**src/rtl/memory_unit.sv**
```systemverilog
// memory_unit: ARM32 memory-stage controller (LDR/STR decode, req/ack data-memory handshake, upstream stall).
// Optional `MEM_TIMEOUT_EN: abort an access after TIMEOUT_CYCLES without ack and raise sticky mem_fault.
module memory_unit #(
    parameter int unsigned TIMEOUT_CYCLES = 16
) (
    input  logic        clk,
    input  logic        rst_n,
    input  logic [31:0] instr_in,
    input  logic        flush_in,
    input  logic        cond_pass,
    input  logic        mem_ack,
    output logic        stall_out,
    output logic [3:0]  rd,
    output logic        rd_valid,
    output logic        mem_req,
    output logic        mem_we,
    output logic        sel_addr,
    output logic        en_wb_base,
    output logic        sel_load,
    output logic        en_C,
    output logic        mem_fault,
    output logic [31:0] instr_output
);
    localparam logic [31:0] BUBBLE = 32'hF000_0000;

    typedef enum logic {IDLE = 1'b0, ACCESS = 1'b1} state_t;

    state_t      r_state;
    logic [31:0] r_instr;
    logic        w_access;
    logic        w_stall;
    logic        w_squash;
    logic        w_mem;
    logic        w_alu;
    logic        w_bl;
    logic        w_load;
    logic        w_next_mem;
    logic        w_abort;

    // opcode[6:0] is instr[27:21]; single data transfers are recognised on bits 27:26 = 2'b01
    function automatic logic f_is_mem(input logic [31:0] i);
        return (i[27:26] == 2'b01) || (i[27:24] == 4'b1000);
    endfunction

    assign w_access   = (r_state == ACCESS);
    assign w_stall    = w_access & ~mem_ack;
    assign w_squash   = (r_instr[31:28] == 4'hF) | ~cond_pass;
    assign w_mem      = f_is_mem(r_instr);
    assign w_alu      = ~w_mem & ~r_instr[27] & (r_instr[26:25] != 2'b10);
    assign w_bl       = (r_instr[27:24] == 4'b1011);
    assign w_load     = r_instr[20];
    assign w_next_mem = ~flush_in & f_is_mem(instr_in) & (instr_in[31:28] != 4'hF);

`ifdef MEM_TIMEOUT_EN
    localparam int unsigned CNT_W = $clog2(TIMEOUT_CYCLES + 1);

    logic [CNT_W-1:0] r_cnt;
    logic             r_fault;

    assign w_abort = w_stall & (r_cnt == CNT_W'(TIMEOUT_CYCLES - 1));

    always_ff @(posedge clk or negedge rst_n) begin
        if (!rst_n) begin
            r_cnt   <= '0;
            r_fault <= 1'b0;
        end else if (w_abort) begin
            r_cnt   <= '0;
            r_fault <= 1'b1;
        end else if (w_stall) begin
            r_cnt   <= r_cnt + 1'b1;
        end else begin
            r_cnt   <= '0;
        end
    end

    assign mem_fault = r_fault;
`else
    assign w_abort   = 1'b0;
    assign mem_fault = 1'b0;
`endif

    // An ack (or IDLE) frees the stage: the next instruction is latched and decides whether ACCESS continues.
    always_ff @(posedge clk or negedge rst_n) begin
        if (!rst_n) begin
            r_instr <= BUBBLE;
            r_state <= IDLE;
        end else if (w_abort) begin
            r_instr <= BUBBLE;
            r_state <= IDLE;
        end else if (!w_stall) begin
            r_instr <= flush_in ? BUBBLE : instr_in;
            r_state <= w_next_mem ? ACCESS : IDLE;
        end
    end

    assign mem_req      = w_access;
    assign stall_out    = w_stall;
    assign mem_we       = w_access & ~w_load;
    assign sel_addr     = w_access & r_instr[24];
    assign en_wb_base   = w_access & ~w_squash & (r_instr[21] | ~r_instr[24]);
    assign sel_load     = w_access & w_load & ~w_squash;
    assign en_C         = (w_alu | w_mem) & ~w_squash;
    assign rd_valid     = (w_alu | w_bl) & ~w_squash;
    assign rd           = !rd_valid ? 4'hF : (w_bl ? 4'hE : r_instr[15:12]);
    assign instr_output = w_stall ? BUBBLE : r_instr;

endmodule

```
**config.mk**
```make
export PLATFORM = sky130hd
export DESIGN_NAME = memory_unit
export DESIGN_NICKNAME = d
export VERILOG_FILES = /design/src/rtl/memory_unit.sv
export SDC_FILE = /design/constraint.sdc
export NUM_CORES = 1
export LEC_CHECK = 0
export ABC_AREA = 1
export CORE_AREA = 10 10 81 83
export DETAILED_ROUTE_END_ITERATION = 10
export DIE_AREA = 0 0 91 93
export PLACE_DENSITY = 0.65
export RECOVER_POWER = 25
export SLEW_MARGIN = 20
export SYNTH_ARGS = -nofsm -noshare
export SYNTH_HDL_FRONTEND = slang
export SYNTH_SLANG_ARGS = --single-unit
```
**constraint.sdc**
```tcl
create_clock -name clk -period 2.5 [get_ports clk]
set_input_delay 0.75 -clock clk [delete_from_list [all_inputs] [get_ports clk]]
set_output_delay 0.75 -clock clk [all_outputs]
set_load 0.005 [all_outputs]
```
# Yosys cells after proc, flatten, opt, wreduce, memory -nomap -nowiden
# Index checks and enable logic that the tools add are counted.
# totals
in_bits,37
out_inout_bits,45
elab_cells,42
regBits,33
# op_classes
bitwise_logic,25
n_reduce_logical,2
n_mux,5
eq_ne,8
# ops
operator,n
32-bit two-way mux,2
"4-bit == test, second input constant",4
1-bit AND,13
4-bit two-way mux,2
1-bit inverter,8
"2-bit by 1-bit == test with 1-bit output, second input constant",2
"4-bit != test, second input constant",1
1-bit bitwise OR,4
1-bit logical OR,2
"2-bit != test, second input constant",1
1-bit two-way mux,1

# Logic depth before layout (Yosys ltp)
# depth
ltp_word,8
ltp_mapped,6
depth_no_buf,6

# Worst setup path after synthesis
# No wires, ideal clock.
# synth_timing
path_kind,input -> output
startpoint,input mem_ack
endpoint,output instr_output[10]
arrival_ps,1275
path_stages,6
required_ps,1750
path_buffers,2
slack_ps,475
path_cell_list,inv_1 -> nand2_2 -> inv_2 -> buf_6 -> buf_6 -> nor2_1
# synth_between
elab_chain_cells,3
# synth_lines
item,line,source
start: declaration,11,"input logic mem_ack,"
1-bit inverter,46,assign w_stall = w_access & ~mem_ack;
1-bit AND,46,
32-bit two-way mux,105,assign instr_output = w_stall ? BUBBLE : r_instr;
end: declaration,22,output logic [31:0] instr_output
# Every way passes these cells.

# Worst setup path after layout
# layout_timing
startpoint,input mem_ack
endpoint,output instr_output[30]
# The elaborated chain is that of the path after synthesis.

==> summary.md <==
| Metric | Value |
|---|---|
| CP Launch Type | input pin |
| Syn Area/Cell | 7.62 um2 |
| Post-Syn Instances | 224 |
| Drc violations | 0 |
| CTS Hold Bufs | 0 |
| Total iterations of the first detailed-routing run | 4 |
| Slack of the critical path | 223 ps |
| Max Clock Freq | 0.439 GHz |
| Post-Syn Area | 0.00171 mm2 |
| Clock-pin transition on the worst setup and hold timing paths | 60 ps |
| Drt wl/cell | 13.7 um |
| Synth warn | 0 |
| Final Hold Vio Count | 0 |
| Synth cell types | 18 |
| ANT nets after route | 0 |
| Worst EP arrival | 1530 ps |
| Leak | 1.33 nW |
| 1st-iter DRT viols | 74 |
| Outcome | complete, but fails checks |
| Clk buf depth | 2 |
| Gr usage total | 11.8% |
| # IOs | 82 |
| Worst-Skew Late Latency | 290 ps |
| Drt total wl | 5.22 mm |
| Largest net degree at the start of global routing | 40 |
| DP Area | 0.00257 mm2 |
| Syn-to-layout area delta | 57.1% |
| Die Y-Extent | 93 um |
| RSZ-0062 raised after global routing | false |
| Fin area | 0.00268 mm2 |
| CTS tree | built |
| # Max-Cap Violations | 1 |
| CTS buffer count | 5 |
| Vias per inst | 4.37 |
| CTS Root Cell | clkbuf_8 |
| Pre-CTS setup slack | -426 ps |
| Share of layout cells above drive strength 1 | 26.5% |
| Fill count | 503 |
| DPL Wire Length | 3.79 mm |
| Chip width | 91 um |
| Antenna violations before repair | 0 |
| Yosys reg bits | 33 |
| Final Max Slew Viols | 34 |
| Final setup vio count | 0 |
| Failing checks | capacitance limit, slew limit |
| Crit share post-route | 91.1% |
| GRT overflow | 0 |
| Port buffer count | 80 |
| CP required | 1750 ps |
| First-pass GRT wire length | 8.07 mm |
| Total Die Area | 0.00846 mm2 |
| Tmin final | 2280 ps |
| Worst Hold Class | reg -> reg |
| Net count after synthesis | 261 |
| Routed vias | 1659 |
| Final RePlAce weighted congestion | 0.744 |
| Post-synthesis sequential area ratio | 48.7% |
| Critical Path Sink Type | primary output |
| Peak supply drop | 0.000277 V |
| Vias in the first global route | 1621 |
| Final Util | 53.5% |
| Fin nets | 346 |
| CTS H-tree depth | 2 |
| # diodes | 0 |
| Crit Path Class | in -> out |
| Sink Count | 33 |
| Slew Limit Headroom | -16.1% |
| Total core area | 0.00501 mm2 |
| Cell Rows | 26 |
| Clock Skew | 3.34 ps |
| Hold Slack | 514 ps |
| Worst-margin pin slew | 1740 ps |
| Pwr dens | 548 mW/mm2 |
| Starting Density | 34.1% |
| Crit-path max FO | 6 |
-- cell usage in the layout, fill, tap and decap left out, drive strengths merged --
cell type      instances
o21ai                 37
clkbuf                11
inv                   41
nand2                 18
bufinv                 1
nor2                  44
a21oi                  2
clkinv                 1
dlygate4sd2            2
buf                   42
clkdlybuf4s15          5
and2                   1
clkdlybuf4s50         36
dfstp                  4
conb                   1
dfrtp                 29
nand3                 33
dlymetal6s2s           2
-- critical path, cell delays in order --
cell and delay [ps]:
dlymetal6s2s_1 120, inv_1 60, nand2_2 70, buf_4 140
buf_6 120, nand2_1 70, clkdlybuf4s15_1 210
-- through the flow --
stage	cells	TNS [ps]	total power [mW]
global placement	367	-14130	0.978
finish	380	0	1.47
floorplan	224	0	0.756
CTS	375	-5.77	1.46
detailed placement	367	-14180	0.981
global route	380	0	1.55
-- synthesized netlist by cell type --
cell type / n / area share [%]
nor2_1: 44 / 9.7
inv_1: 40 / 8.8
nand3_1: 33 / 9.7
o21ai_0: 32 / 9.4
dfrtp_1: 29 / 43
nand2_1: 17 / 3.7
buf_2: 6 / 1.8
o21ai_2: 5 / 2.6
buf_6: 4 / 2.6
dfstp_2: 4 / 6.2
clkbuf_1: 2 / 0.44
inv_2: 2 / 0.44
a21oi_1: 1 / 0.29
a21oi_2: 1 / 0.51
and2_1: 1 / 0.37
buf_4: 1 / 0.44
conb_1: 1 / 0.22
nand2_2: 1 / 0.37
-- final timing paths --
path	startpoint	end	slack (ps)	depth (start not counted)
worst max-delay path	mem_ack	instr_output[30]	220	7
worst min-delay path	r_instr[29]$_DFFE_PN1N_	r_instr[29]$_DFFE_PN1N_	510	2
worst max register to register	mem_req$_DFFE_PN0N_	r_instr[9]$_DFFE_PN0N_	1050	6
worst min register to register	r_instr[29]$_DFFE_PN1N_	r_instr[29]$_DFFE_PN1N_	510	2
max in group asynchronous	rst_n	r_instr[21]$_DFFE_PN0N_	580	1
min in group asynchronous	rst_n	r_instr[2]$_DFFE_PN0N_	920	1
-- kinds of logic (layout without fill, tap and decap cells) --
family | count (synthesis) | count (layout) | share of synthesized area, %
AOI/OAI and AO/OA | 39 | 39 | 12.8
buffers and inverters | 55 | 141 | 14.5
other | 1 | 1 | 0.220
and+or+nand+nor | 96 | 96 | 23.8
DFF | 33 | 33 | 48.7
-- state kept, by name, indices dropped and copies added (netlist names) --
signal / count
mem_req: 1
r_instr: 32
-- power by group --
group / switching, mW / internal [mW]
clock: 0.193 / 0.325
sequential: 0.0192 / 0.580
combinational: 0.173 / 0.178
-- what timing repair did --
action                                  4_1_cts  5_1_grt
gates cloned                                  0        4
gates resized for setup                     153       21
buffers inserted                              0        1
pin swaps                                     1        2
endpoints found under the setup margin       41       34
-- layout make-up --
type | instances | area [um2] | area share [%]
multi-input combinational | 136 | 686 | 25.6
clock inverter | 1 | 30.0 | 1.12
inverter | 42 | 163 | 6.07
clock buffer | 7 | 86.3 | 3.22
tap | 70 | 87.6 | 3.27
timing repair buffer | 91 | 798 | 29.8
sequential | 33 | 831 | 31.0
-- routing by layer --
| layer | vias up | GRT usage, % | routed length, um |
|---|---|---|---|
| li1 | 863 | - | - |
| met1 | 746 | 13.7 | 2250 |
| met2 | 43 | 19.4 | 2600 |
| met3 | 7 | 4.48 | 302 |
| met4 | 0 | 4.70 | 63 |
| met5 | - | 0 | 0 |
Power figures use the tool's default switching activity.
==> RTL change: new RTL, config.mk and constraints unchanged <==
The option `MEM_TIMEOUT_EN` is turned on by a define.
--- a/src/rtl/memory_unit.sv
+++ b/src/rtl/memory_unit.sv
@@ -2,2 +2,4 @@
 // Optional `MEM_TIMEOUT_EN: abort an access after TIMEOUT_CYCLES without ack and raise sticky mem_fault.
+`define MEM_TIMEOUT_EN
+
 module memory_unit #(
Formal check against the unedited RTL: no difference found for any inputs over 10 cycles, from zero or initial values and one cycle with rst_n low; that may be too few to reach the edited logic, so the function may still have changed.
==> RTL change against the unedited design <==
Via count increased by 12%; power up 16%; routed wire length increased by 13%; setup slack got worse by 0.14 ns; sequential cell count increased by 6; combinational power rose by 11%; area after synthesis rose by 19%; clock power increased by 21%; final area is 17% higher.
==> RTL change: results <==
set metrics [dict create \
    outcome "finished clean" \
    dpl-instance-area_um2 2989 \
    reg2reg_to "r_instr[16]" \
    synthesis.nets 297 \
    r2r_slack_ns 0.76 \
    vias 1854 \
    drt_iter0_markers 48 \
    synth-seq-area-share_pct 48.28 \
    place_congestion 0.7625 \
    path_clk_slew_ns 0.08 \
    num-nets-final 389 \
    ir_drop_uv 317.8 \
    relSlewSlack_pct 31.23 \
    ys_top_cells_by_area "dfrtp_1 43%, o21ai_2 11%, nand2_1 11%" \
    grt_pass1_vias 1951 \
    final_util_pct 62.46 \
    cpPeakStageDelay_ns 0.27 \
    critPathMaxFanout 15 \
    port_buffers 81 \
    worstPathArrival_ns 1.67 \
    cp_slowest_cell "dlygate4sd2_1" \
    ys_types 20 \
    synth_common_cells "60 x nand2_1, 53 x nor2_1, 49 x inv_1" \
    reg2reg_depth 8 \
    hold_ws_ns 0.4585 \
    wl_met2_um 3027 \
    dp_hpwl_um 4346 \
]
RTL change: cell count changes in the layout (fill, tap and decap cells not counted), moves of 6 or more:
cell,change
nor2_1,+24
dlygate4sd2_1,+33
nand3_1,-27
o21ai_0,-29
nand2_1,+43
inv_1,+9
nor2_2,-13
dfrtp_1,+6
o21ai_2,+21
buf_2,-28
RTL change: worst max path at each step:
| stage | from | endpoint | slack [ns] | depth (start not counted) |
|---|---|---|---|---|
| after global placement | cond_pass | rd_valid | -0.45 | 6 |
| after detailed placement | cond_pass | en_C | -0.46 | 7 |
| final | mem_ack | instr_output[24] | 0.08 | 6 |
| after floorplan | cond_pass | rd_valid | 0.58 | 3 |
| after CTS | cond_pass | en_C | -0.12 | 7 |
| after global routing | mem_ack | instr_output[7] | 0.02 | 6 |
RTL change: per-layer routing:
metal | global-route usage, % | vias to the layer above
li1 | - | 951
met1 | 15.43 | 857
met2 | 25.24 | 40
met3 | 4.956 | 6
met4 | 3.916 | 0
met5 | 0 | -
RTL change: per-stage QoR:
stage               cells  setup WS, ns
floorplan             258        0.5777
global placement      410       -0.4479
detailed placement    410       -0.4636
CTS                   421       -0.1173
global route          421       0.02159
finish                421       0.08257
RTL change: final cells by class:
class | count | share of cell area, %
clock buffers | 6 | 2.319
clock inverters | 2 | 1.919
inverters | 52 | 6.317
multi-input cells | 158 | 25.55
flip-flops and latches | 39 | 31.35
well taps | 70 | 2.799
repair buffers | 94 | 29.75
RTL change: repair_timing:
| item | in CTS | in global routing |
|---|---|---|
| setup endpoints to repair | 41 | 8 |
| pin swaps | 2 | 1 |
| hold buffers | 0 | 0 |
| gates resized for setup | 65 | 3 |
| buffers inserted | 1 | 0 |
| cloned | 2 | 0 |
RTL change: power breakdown:
part | internal, uW | switching, uW
sequential | 676 | 19.4
combinational | 195 | 194
clock | 399 | 226
total | 1270 | 440
RTL change: logic make-up (layout without fill, tap and decap cells):
kind of cell | after synthesis | count (layout) | synth area share [%]
DFF | 39 | 39 | 48.28
buffers and inverters | 61 | 154 | 12.87
AOI/OAI and AO/OA | 32 | 32 | 12.81
and+or+nand+nor | 124 | 124 | 24.82
adders and majority gates | 2 | 2 | 1.231
